$ cat src/rtl/keyword_cmd_sequencer.sv
// Purpose: turns debounced keyword codes into wake-gated commands, queued and sent over valid/ready.
// Latency: keyword seen at edge k is pushed at k+1; cmd_valid rises after k+1 if the queue was empty and idle.
// Backpressure: cmd_ready low holds the head stable; a full queue drops new commands (sticky overflow).
module keyword_cmd_sequencer #(
    parameter int              KW_W        = 4,
    parameter logic [KW_W-1:0] NONE_KW     = '0,
    parameter logic [KW_W-1:0] WAKE_KW     = KW_W'(1),
    parameter int              ARM_TIMEOUT = 100000,
    parameter int              FIFO_DEPTH  = 4,
    parameter int              COOLDOWN    = 1000,
    parameter int              LVL_W       = $clog2(FIFO_DEPTH) + 1
) (
    input  logic             clk,
    input  logic             rst,
    input  logic [KW_W-1:0]  keyword_in,
    output logic [KW_W-1:0]  cmd_data,
    output logic             cmd_valid,
    input  logic             cmd_ready,
    output logic             armed,
    output logic             overflow,
    output logic [7:0]       drop_count,
    output logic [LVL_W-1:0] fifo_level
);

    localparam int TMR_W = (ARM_TIMEOUT > 1) ? $clog2(ARM_TIMEOUT) : 1;
    localparam int CD_W  = (COOLDOWN > 0) ? $clog2(COOLDOWN + 1) : 1;
    localparam int PTR_W = $clog2(FIFO_DEPTH);

    localparam logic [TMR_W-1:0] TMR_RELOAD = TMR_W'(ARM_TIMEOUT - 1);
    localparam logic [CD_W-1:0]  CD_RELOAD  = CD_W'(COOLDOWN);
    localparam logic [LVL_W-1:0] FULL_LVL   = LVL_W'(FIFO_DEPTH);

    typedef enum logic {
        IDLE  = 1'b0,
        ARMED = 1'b1
    } state_t;

    state_t              state;
    logic [KW_W-1:0]     kw_q;
    logic [KW_W-1:0]     kw_prev;
    logic [TMR_W-1:0]    timer;
    logic [KW_W-1:0]     mem [FIFO_DEPTH];
    logic [PTR_W-1:0]    wr_ptr;
    logic [PTR_W-1:0]    rd_ptr;
    logic [CD_W-1:0]     cooldown;

    logic evt;
    logic push_req;
    logic full;
    logic xfer;
    logic push;
    logic drop;

    // A held code yields one event; silence never counts as an event.
    assign evt      = (kw_q != kw_prev) && (kw_q != NONE_KW);
    assign push_req = (state == ARMED) && evt && (kw_q != WAKE_KW);
    assign full     = (fifo_level == FULL_LVL);
    assign xfer     = cmd_valid && cmd_ready;
    // A pop in the same edge frees the slot, so a push to a full queue still lands.
    assign push     = push_req && (!full || xfer);
    assign drop     = push_req && full && !xfer;

    // Outputs depend only on registered state, never on cmd_ready.
    assign cmd_valid = (fifo_level != '0) && (cooldown == '0);
    assign cmd_data  = mem[rd_ptr];

    // Two-stage keyword history for edge-style event detection.
    always_ff @(posedge clk or posedge rst) begin
        if (rst) begin
            kw_q    <= NONE_KW;
            kw_prev <= NONE_KW;
        end else begin
            kw_q    <= keyword_in;
            kw_prev <= kw_q;
        end
    end

    // Wake gating: any event while armed reloads the timer, so an event beats expiry.
    always_ff @(posedge clk or posedge rst) begin
        if (rst) begin
            state <= IDLE;
            armed <= 1'b0;
            timer <= '0;
        end else begin
            case (state)
                IDLE: begin
                    if (evt && (kw_q == WAKE_KW)) begin
                        state <= ARMED;
                        armed <= 1'b1;
                        timer <= TMR_RELOAD;
                    end
                end
                ARMED: begin
                    if (evt) begin
                        timer <= TMR_RELOAD;
                    end else if (timer == '0) begin
                        state <= IDLE;
                        armed <= 1'b0;
                    end else begin
                        timer <= timer - 1'b1;
                    end
                end
                default: begin
                    state <= IDLE;
                    armed <= 1'b0;
                    timer <= '0;
                end
            endcase
        end
    end

    // Command queue storage and pointers; entries are cleared so cmd_data reads 0 from reset.
    always_ff @(posedge clk or posedge rst) begin
        if (rst) begin
            for (int i = 0; i < FIFO_DEPTH; i++) begin
                mem[i] <= '0;
            end
            wr_ptr <= '0;
            rd_ptr <= '0;
        end else begin
            if (push) begin
                mem[wr_ptr] <= kw_q;
                wr_ptr      <= wr_ptr + 1'b1;
            end
            if (xfer) begin
                rd_ptr <= rd_ptr + 1'b1;
            end
        end
    end

    // Occupancy count; simultaneous push and pop leave it unchanged.
    always_ff @(posedge clk or posedge rst) begin
        if (rst) begin
            fifo_level <= '0;
        end else begin
            case ({push, xfer})
                2'b10:   fifo_level <= fifo_level + LVL_W'(1);
                2'b01:   fifo_level <= fifo_level - LVL_W'(1);
                default: fifo_level <= fifo_level;
            endcase
        end
    end

    // Forced idle gap after each accepted transfer.
    always_ff @(posedge clk or posedge rst) begin
        if (rst) begin
            cooldown <= '0;
        end else if (xfer) begin
            cooldown <= CD_RELOAD;
        end else if (cooldown != '0) begin
            cooldown <= cooldown - 1'b1;
        end
    end

    // Drop accounting: sticky flag plus saturating counter.
    always_ff @(posedge clk or posedge rst) begin
        if (rst) begin
            overflow   <= 1'b0;
            drop_count <= '0;
        end else if (drop) begin
            overflow <= 1'b1;
            if (drop_count != 8'hFF) begin
                drop_count <= drop_count + 8'd1;
            end
        end
    end

endmodule

$ cat config.mk
export PLATFORM = sky130hd
export DESIGN_NAME = keyword_cmd_sequencer
export DESIGN_NICKNAME = d
export VERILOG_FILES = /design/src/rtl/keyword_cmd_sequencer.sv
export SDC_FILE = /design/constraint.sdc
export NUM_CORES = 1
export LEC_CHECK = 0
export ABC_AREA = 1
export CELL_PAD_IN_SITES_DETAIL_PLACEMENT = 0
export CELL_PAD_IN_SITES_GLOBAL_PLACEMENT = 2
export CORE_MARGIN = 1.5
export CORE_UTILIZATION = 35
export CTS_BUF_LIST = sky130_fd_sc_hd__clkbuf_8 sky130_fd_sc_hd__clkbuf_16
export DETAILED_ROUTE_END_ITERATION = 10
export PLACE_DENSITY = 0.82
export SYNTH_ARGS = -nofsm -noshare
export SYNTH_HDL_FRONTEND = slang
export SYNTH_SLANG_ARGS = --single-unit
$ cat constraint.sdc
create_clock -name clk -period 2.9 [get_ports clk]
set_input_delay 0.725 -clock clk [delete_from_list [all_inputs] [get_ports clk]]
set_output_delay 0.725 -clock clk [all_outputs]
set_load 0.02 [all_outputs]
; ---- After elaboration in Yosys (flattened, before gate mapping)
; Cells that the tools add are included.
[totals]
register_bits = 69
latchBits = 0
ramBits = 0
rom_bits = 0
input_bits = 7
out_inout_bits = 18
elab_cells = 83
n_memories = 0
[classes]
n_addsub = 7
multipliers = 0
n_div = 0
n_lt_le_gt_ge = 3
n_eq_ne = 11
shift = 0
n_mux = 21
bitwise = 3
n_reduce_logical = 23
[ops]
columns = operator, count
row1 = 2-to-1 mux 17 bit, 3
row2 = one-hot mux 17 bit (2 select lines), 1
row3 = 2-to-1 mux 10 bit, 2
row4 = zero test 17 bit, 1
row5 = subtractor 17 x 1 -> 17 bit (second input constant), 1
row6 = bitwise mux 16 bit, 1
row7 = 2-to-1 mux 4 bit, 3
row8 = logical AND 1 bit, 10
row9 = zero test 10 bit, 1
row10 = nonzero test 10 bit, 1
row11 = subtractor 10 x 1 -> 10 bit (second input constant), 1
row12 = adder 8 x 1 -> 8 bit (second input constant), 1
row13 = binary-select mux 4 bit (select 2 bit), 1
row14 = demux 4 bit (select 2 bit), 1
row15 = != test 8 bit (second input constant), 1
row16 = >= comparator 3 bit (second input constant), 2
row17 = 2-to-1 mux 1 bit, 6
row18 = NOT 2 -> 3 bit, 2
row19 = one-hot mux 3 bit (2 select lines), 1
row20 = adder 2 x 1 -> 2 bit (second input constant), 2
row21 = == test 4 x 1 -> 1 bit (second input constant), 1
row22 = != test 2 bit (second input constant), 2
row23 = != test 4 x 1 -> 1 bit (second input constant), 1
row24 = != test 4 bit, 1
row25 = other kinds (17), 21

; ---- Depth between registers and ports, before layout
; Gate-level depths: netlist of the first run.
[depth]
word_depth = 7
depth_mapped = 14
mapped_depth_nobuf = 14

; ---- Least setup slack after synthesis of the first run
; OpenSTA, ideal clock, no wires.
[synth_timing]
kind = flip-flop to flip-flop
startpoint = reg cooldown[0]
endpoint = reg fifo_level[2]
setup_time_ns = 0.063
arrival_time_ns = 2.049
required_ns = 2.837
path_slack_ns = 0.788
stages_incl_launch_ff = 15
n_path_buf = 0
period_less_slack_ns = 2.112
path_cell_list = dfrtp_1 -> inv_1 -> ha_1 -> inv_1 -> nor2_1 -> nand2_1 -> nand3b_1 -> nor2_2 -> nand2_1 -> fa_1 -> inv_1 -> nand4_1 -> nand3_1 -> nand2_1 -> inv_1
[synth_between]
elab_chain_cells = 7
elab_cells_between_ends = 9
cone_classes = 2 x eq/ne / 1 x mux / 6 x reduce/logical
[synth_rtl]
columns = element, line_no
row1 = "start, declared", 45  ; logic [CD_W-1:0] cooldown;
row2 = "start signal, assigned", 151  ; cooldown <= cooldown - 1'b1;
row3 = zero test 10 bit (*), 64  ; assign cmd_valid = (fifo_level != '0) && (cooldown == '0);
row4 = logical AND 1 bit (*), 64
row5 = logical AND 1 bit (*), 58  ; assign xfer = cmd_valid && cmd_ready;
row6 = logical OR 1 bit, 60  ; assign push = push_req && (!full || xfer);
row7 = logical AND 1 bit, 60
row8 = == test 2 x 1 -> 1 bit or == test 2 bit (tied branches), 136  ; case ({push, xfer})
row9 = one-hot mux 3 bit (2 select lines) or nonzero test 2 bit (tied branches), -
row10 = "end signal, assigned", 137  ; 2'b10: fifo_level <= fifo_level + LVL_W'(1);
row11 = "end signal, assigned", 138  ; 2'b01: fifo_level <= fifo_level - LVL_W'(1);
row12 = "end signal, assigned", 139  ; default: fifo_level <= fifo_level;
row13 = "end, declared", 22  ; output logic [LVL_W-1:0] fifo_level
; Mark *: on every way between the ends. The rest lies on a longest branch, timed or not.
; A chain may end at the register's enable or synchronous reset.

; ---- Final worst setup path of the first run
[layout_timing]
startpoint = reg cooldown[0]
endpoint = out cmd_valid
[layout_between]
elab_chain_cells = 2
[layout_rtl]
columns = element, line_no
row1 = zero test 10 bit, 64
row2 = logical AND 1 bit, 64
row3 = "end, declared", 17  ; output logic cmd_valid,
; Every way passes these cells.

==> results.ini, run 1 <==
[outcome]
status=completed

[drt]
post_drt_wl_per_cell_um=12.2
drtIter0Drc=116
via_count=2983
firstDrtPassIters=4
route.detailed.drc=0
ant_nets=0
finalWirelength_um=7840
avgViaCountPerCell=4.64

[setup_path]
crit_arrival_ps=1940
worst_path_most_repeated_cell=inv_1
crit_required_ps=2170
path_depth=8
critPathBufInv=4
reg2reg_depth=14
path_class=flip-flop to output pin
cpLargestDelayFamily=buffers and inverters
cp_slowest_stage_delay_ps=380
critPathMaxFanout=6
crit_path_end_kind=output pin
slowest_stage=dfrtp_1
start_kind=flip-flop
cp_cell_sequence=inv_1, ha_1, inv_1, nor2_1, nand2_1, nand3b_1, inv_1, dlygate4sd2_1

[floorplanning]
die_w_um=107
core_area_sq_um=10400
initial_core_util_pct=36.2
rows=37
dieArea_sq_um=11400
die_y_um=107
io_pins=25

[synthesis]
yosys_warnings=0
yosysTopAreaCell=dfrtp_1
synth_top_area_share_pct=46.0
netlist_instances=468
netlist_area_sq_um=3750
synth.distinct_cells=37
syn_area_per_cell_sq_um=8.02
seq_area_frac_synth_pct=46.0
ys_ff_latch=69
yosys-top-cells-area=dfrtp_1 (46%), nand2_1 (13%), nor2_1 (5.9%)
syn_nets=485

[placement]
place_ws_ps=329
place_hpwl_um=5670
portBuffers=24
place_congestion=0.818

[sta]
slew_headroom_pct=71.3
min_period_ps=2660
tightest_slew_ps=429
setup_slack_ps=235
holdWs_ps=423
slew_viol_final=0
skew_ps=7.61
min_period_over_period_pct=91.9
finalHoldViolations=0
fin_tns_setup_ps=0
fmax_mhz=375
finalSetupViolCount=0
rsz0062_at_grt=no

[global_routing]
use_met2_pct=25.0
busiest_layer=met2
grtUsageMet3_pct=3.56
grt_pass1_vias=3029
grt_pass1_wl_um=14200
globalRouteTotalUtil_pct=15.7
antenna_found_initial=0
gr-total-overflow=0
grt_max_degree=53
met1_usage_pct=20.8

[clock_network]
cts.path.max_buffers=2
cts_sinks=69
cts.htree.levels=3
postCtsSetupBuffers=0
clk_latency_ps=340
cts-root-buf=clkbuf_8
clk_pin_slew_ps=70
cts_tree=built
cts-buffers-inserted=9

[cells_and_area]
drive_above_1_share_pct=9.66
nNetsFinal=519
syn2layout_area_growth_pct=16.6
final_common_cell=nand2_1
final_cell_mix=nand2_1 (132), dfrtp_1 (69), nor2_1 (59)
diodes=0
fill_cells=1100

[min_path]
holdCritPathClass=flip-flop to flip-flop
hold_path_depth=0

[power_and_ir_drop]
switching_power_uw=1070
combPwrFrac_pct=31.0
p_leak_uw=0.00199
seqPwrFrac_pct=43.8
swShare_pct=35.2
p_int_uw=1970
p_clk_share_pct=25.3
powerDensity_nw_per_um2=696
peakVddDrop_mv=0.299

[job]
cap_viol_max_count=0

## power groups by stage
| stage | combinational (uW) | sequential (uW) | clock, uW |
|---|---|---|---|
| floorplan | 632 | 1370 | 0 |
| global placement | 937 | 1350 | 0 |
| detailed placement | 954 | 1350 | 0 |
| CTS | 959 | 1330 | 807 |
| global route | 1060 | 1370 | 848 |
| finish | 943 | 1330 | 769 |
## sequential cells by signal (all words and copies together), names as in the netlist, 2 cells and up
| signal | flops |
|---|---|
| wr_ptr | 2 |
| timer | 17 |
| drop_count | 8 |
| mem | 16 |
| fifo_level | 3 |
| cooldown | 10 |
| kw_q | 4 |
| rd_ptr | 2 |
| kw_prev | 4 |
## per-layer routing
layer,up-vias,part of all wire (%)
met5,-,0
met2,31,46
met4,0,1.1
met3,6,2.0
met1,1391,51
li1,1555,-
## worst reg2reg max path, delay by kind of cell, from the launching register on
kind / cells / cell delay, ps
buffers and inverters: 4 / 320
adder cells (fa/ha/maj): 2 / 610
AND/OR/NAND/NOR: 8 / 950
flip-flops: 1 / 380
## final timing paths
check / slack (ps) / end / start
max: 240 / cmd_valid / cooldown[0]
min: 420 / kw_prev[3] / kw_q[3]
max reg2reg: 600 / fifo_level[2] / cooldown[0]
min reg2reg: 420 / kw_prev[3] / kw_q[3]
max in group asynchronous: 1580 / fifo_level[1] / rst
min in group asynchronous: 700 / drop_count[1] / rst
## cell usage after synthesis (all sizes together)
cell and n:
nand3b 5, xor2 12, dfrtp 69, a21oi 5
xnor2 11, o22ai 5, fa 1, o211ai 1
buf 6, nand3 22, inv 45, nor2 67
a211o 1, nand4 7, nand2 138, o41ai 1
o21ai 48, ha 9, nor3 8, nand2b 1
clkbuf 2, or2 1, clkinv 3
## cells by family (layout without fill, tap and decap cells)
| kind of cell | after synthesis | after routing | share of synthesized area (%) |
|---|---|---|---|
| AND/OR/NAND/NOR | 249 | 249 | 30.1 |
| flip-flops | 69 | 69 | 46.0 |
| AO/OA/AOI/OAI | 61 | 61 | 8.97 |
| buffers and inverters | 56 | 95 | 5.97 |
| XOR/XNOR | 23 | 23 | 5.37 |
| adder cells (fa/ha/maj) | 10 | 10 | 3.53 |
## per-stage QoR
stage                     util [%]  cell area [sq um]  std cells  total power, uW
after floorplan                  -               3750        468             2000
after global placement        40.3               4180        627             2280
after detailed placement      40.3               4180        627             2310
after CTS                     42.2               4380        643             3100
after global routing          42.2               4380        643             3280
final                         42.2               4380        643             3040
## layout make-up
cell class	count	area, sq um	area share (%)
Clock buffer	10	138	3.15
Clock inverter	6	55.1	1.26
Inverter	48	180	4.12
Multi-Input combinational cell	343	1800	41.2
Sequential cell	69	1730	39.5
Tap cell	136	170	3.89
Timing Repair Buffer	31	304	6.95
## timing repair
action / 4_1_cts / 5_1_grt
gates resized for setup: 1 / 0
hold buffers: 0 / 0
endpoints found under the setup margin: 1 / 0
Note: power is estimated with default switching activity, not from simulation.
==> run 2, diff against run 1 <==
TNS_END_PERCENT = 10   (was unset)
==> results of run 2 <==
Same layout as run 1: the final DEF is identical, and so are final timing and power.
==> run 3, diff against run 2 <==
--- a/config.mk
+++ b/config.mk
@@ -11,5 +11,6 @@
 export CORE_MARGIN = 1.5
-export CORE_UTILIZATION = 35
+export CORE_UTILIZATION = 38
 export CTS_BUF_LIST = sky130_fd_sc_hd__clkbuf_8 sky130_fd_sc_hd__clkbuf_16
 export DETAILED_ROUTE_END_ITERATION = 10
+export DONT_BUFFER_PORTS = 1
 export PLACE_DENSITY = 0.82
--- a/constraint.sdc
+++ b/constraint.sdc
@@ -3,2 +3,2 @@
 set_output_delay 0.725 -clock clk [all_outputs]
-set_load 0.02 [all_outputs]
+set_load 0.05 [all_outputs]
==> results.ini, run 3 (synthesized netlist as in run 1, its figures left out) <==
[clock_network]
cts-buffers-inserted=9
postCtsHoldBufs=0
cts_sinks=69
cts-root-buf=clkbuf_8
postCtsSetupBuffers=0
cts_tree=built
clk_latency_ps=360
cts_resized=0
clk_pin_slew_ps=90
cts.path.max_buffers=2
cts.htree.levels=3

[cells_and_area]
top_regs=timer: 17 flops, mem: 16 flops, cooldown: 10 flops
postLayoutCoreUtil_pct=43.3
final_common_cell=nand2_1
syn2layout_area_growth_pct=11.7
top_register=timer
nNetsFinal=502
drive_above_1_share_pct=11.8
diodes=0
final_cell_mix=nand2_1 (132), dfrtp_1 (69), nor2_1 (59)
largest_reg_flops=17

[min_path]
holdCritPathClass=input pin to asynchronous set/reset pin

[sta]
finalSetupViolCount=0
min_period_ps=2640
min_period_over_period_pct=91.1
tightest_slew_ps=600
fin_tns_setup_ps=0
skew_ps=12.5
fmax_mhz=379
slew_viol_final=0
slew_headroom_pct=60.0
finalHoldViolations=0
rsz0062_at_grt=no

[setup_path]
crit_arrival_ps=1920
critPathMaxFanout=6
critPathBufInv=3
crit_required_ps=2170
cp_cell_sequence=inv_1, ha_1, inv_1, nor2_1, nand2_1, nand3b_1, inv_1
cp_slowest_stage_delay_ps=360
reg2reg_depth=14
worst_path_most_repeated_cell=inv_1
path_class=flip-flop to output pin
slowest_stage=dfrtp_1
critPathLaunch=cooldown[0]
rr_endpoint=fifo_level[2]
start_kind=flip-flop
timing.rr.start=cooldown[0]
cpLargestDelayFamily=buffers and inverters
rrSetupSlack_ps=540
crit_path_end_kind=output pin

[global_routing]
grt_pass1_vias=2830
grt_pass1_wl_um=13500
grt_max_degree=70
antenna_found_initial=1
gr-total-overflow=0
globalRouteTotalUtil_pct=16.7

[floorplanning]
rows=36
die_y_um=102
core_area_sq_um=9680
io_pins=25
initial_core_util_pct=38.7
dieArea_sq_um=10500
die_w_um=102

[drt]
via_count=2907
finalWirelength_um=7660
route.detailed.drc=0
drtIter0Drc=90
firstDrtPassIters=4
post_drt_wl_per_cell_um=12.3
ant_nets=0
avgViaCountPerCell=4.67

[power_and_ir_drop]
total_power_uw=3180
powerDensity_nw_per_um2=759
p_leak_uw=0.00193
peakVddDrop_mv=0.378

[placement]
place_congestion=0.810
place_hpwl_um=5420
portBuffers=0

[job]
cap_viol_max_count=0

[outcome]
status=completed

==> run 3: cell count changes in the layout (fill, tap and decap cells not counted), sizes merged <==
cell           before  now
buf                 7   14
clkbuf             10    9
clkdlybuf4s50      23    0
bufinv              1    0
inv                47   50
dlygate4sd2         1    0
clkinvlp            1    0
==> run 3: power by group <==
group	internal, uW	leakage [uW]	switching, uW
Sequential	1170	0.000806	143
Clock	343	0.000103	453
Combinational	353	0.00102	728
Total	1860	0.00193	1320
==> run 3: worst max-delay path by stage <==
stage                     cells past startpoint  slack [ps]             to
after floorplan                               1         440          armed
after global placement                       14         640  fifo_level[2]
after detailed placement                     14         560  fifo_level[2]
after CTS                                     7         260      cmd_valid
after global routing                          7         120      cmd_valid
final                                         7         260      cmd_valid
==> run 3: metal layers <==
metal,GRT usage (%),routed length [um],vias up
met2,25.7,3440,27
met5,0,10,-
met4,7.80,131,2
li1,-,-,1522
met3,3.21,189,13
met1,22.8,3880,1343
==> run 3: cell type report <==
cell class	count	area, sq um
Clock inverter	7	76.3
Multi-Input combinational cell	343	1800
Clock buffer	9	124
Tap cell	133	166
Sequential cell	69	1730
Inverter	48	180
Timing Repair Buffer	14	118
Fill cell	981	5490
==> run 3: per-stage QoR <==
step | hold slack (ps) | cell area [sq um] | setup slack [ps] | cells
final | 313 | 4190 | 260 | 623
after floorplan | 393 | 3750 | 435 | 468
after detailed placement | 408 | 3990 | 560 | 607
after global routing | 327 | 4190 | 119 | 623
after CTS | 309 | 4190 | 259 | 623
after global placement | 402 | 3990 | 644 | 607
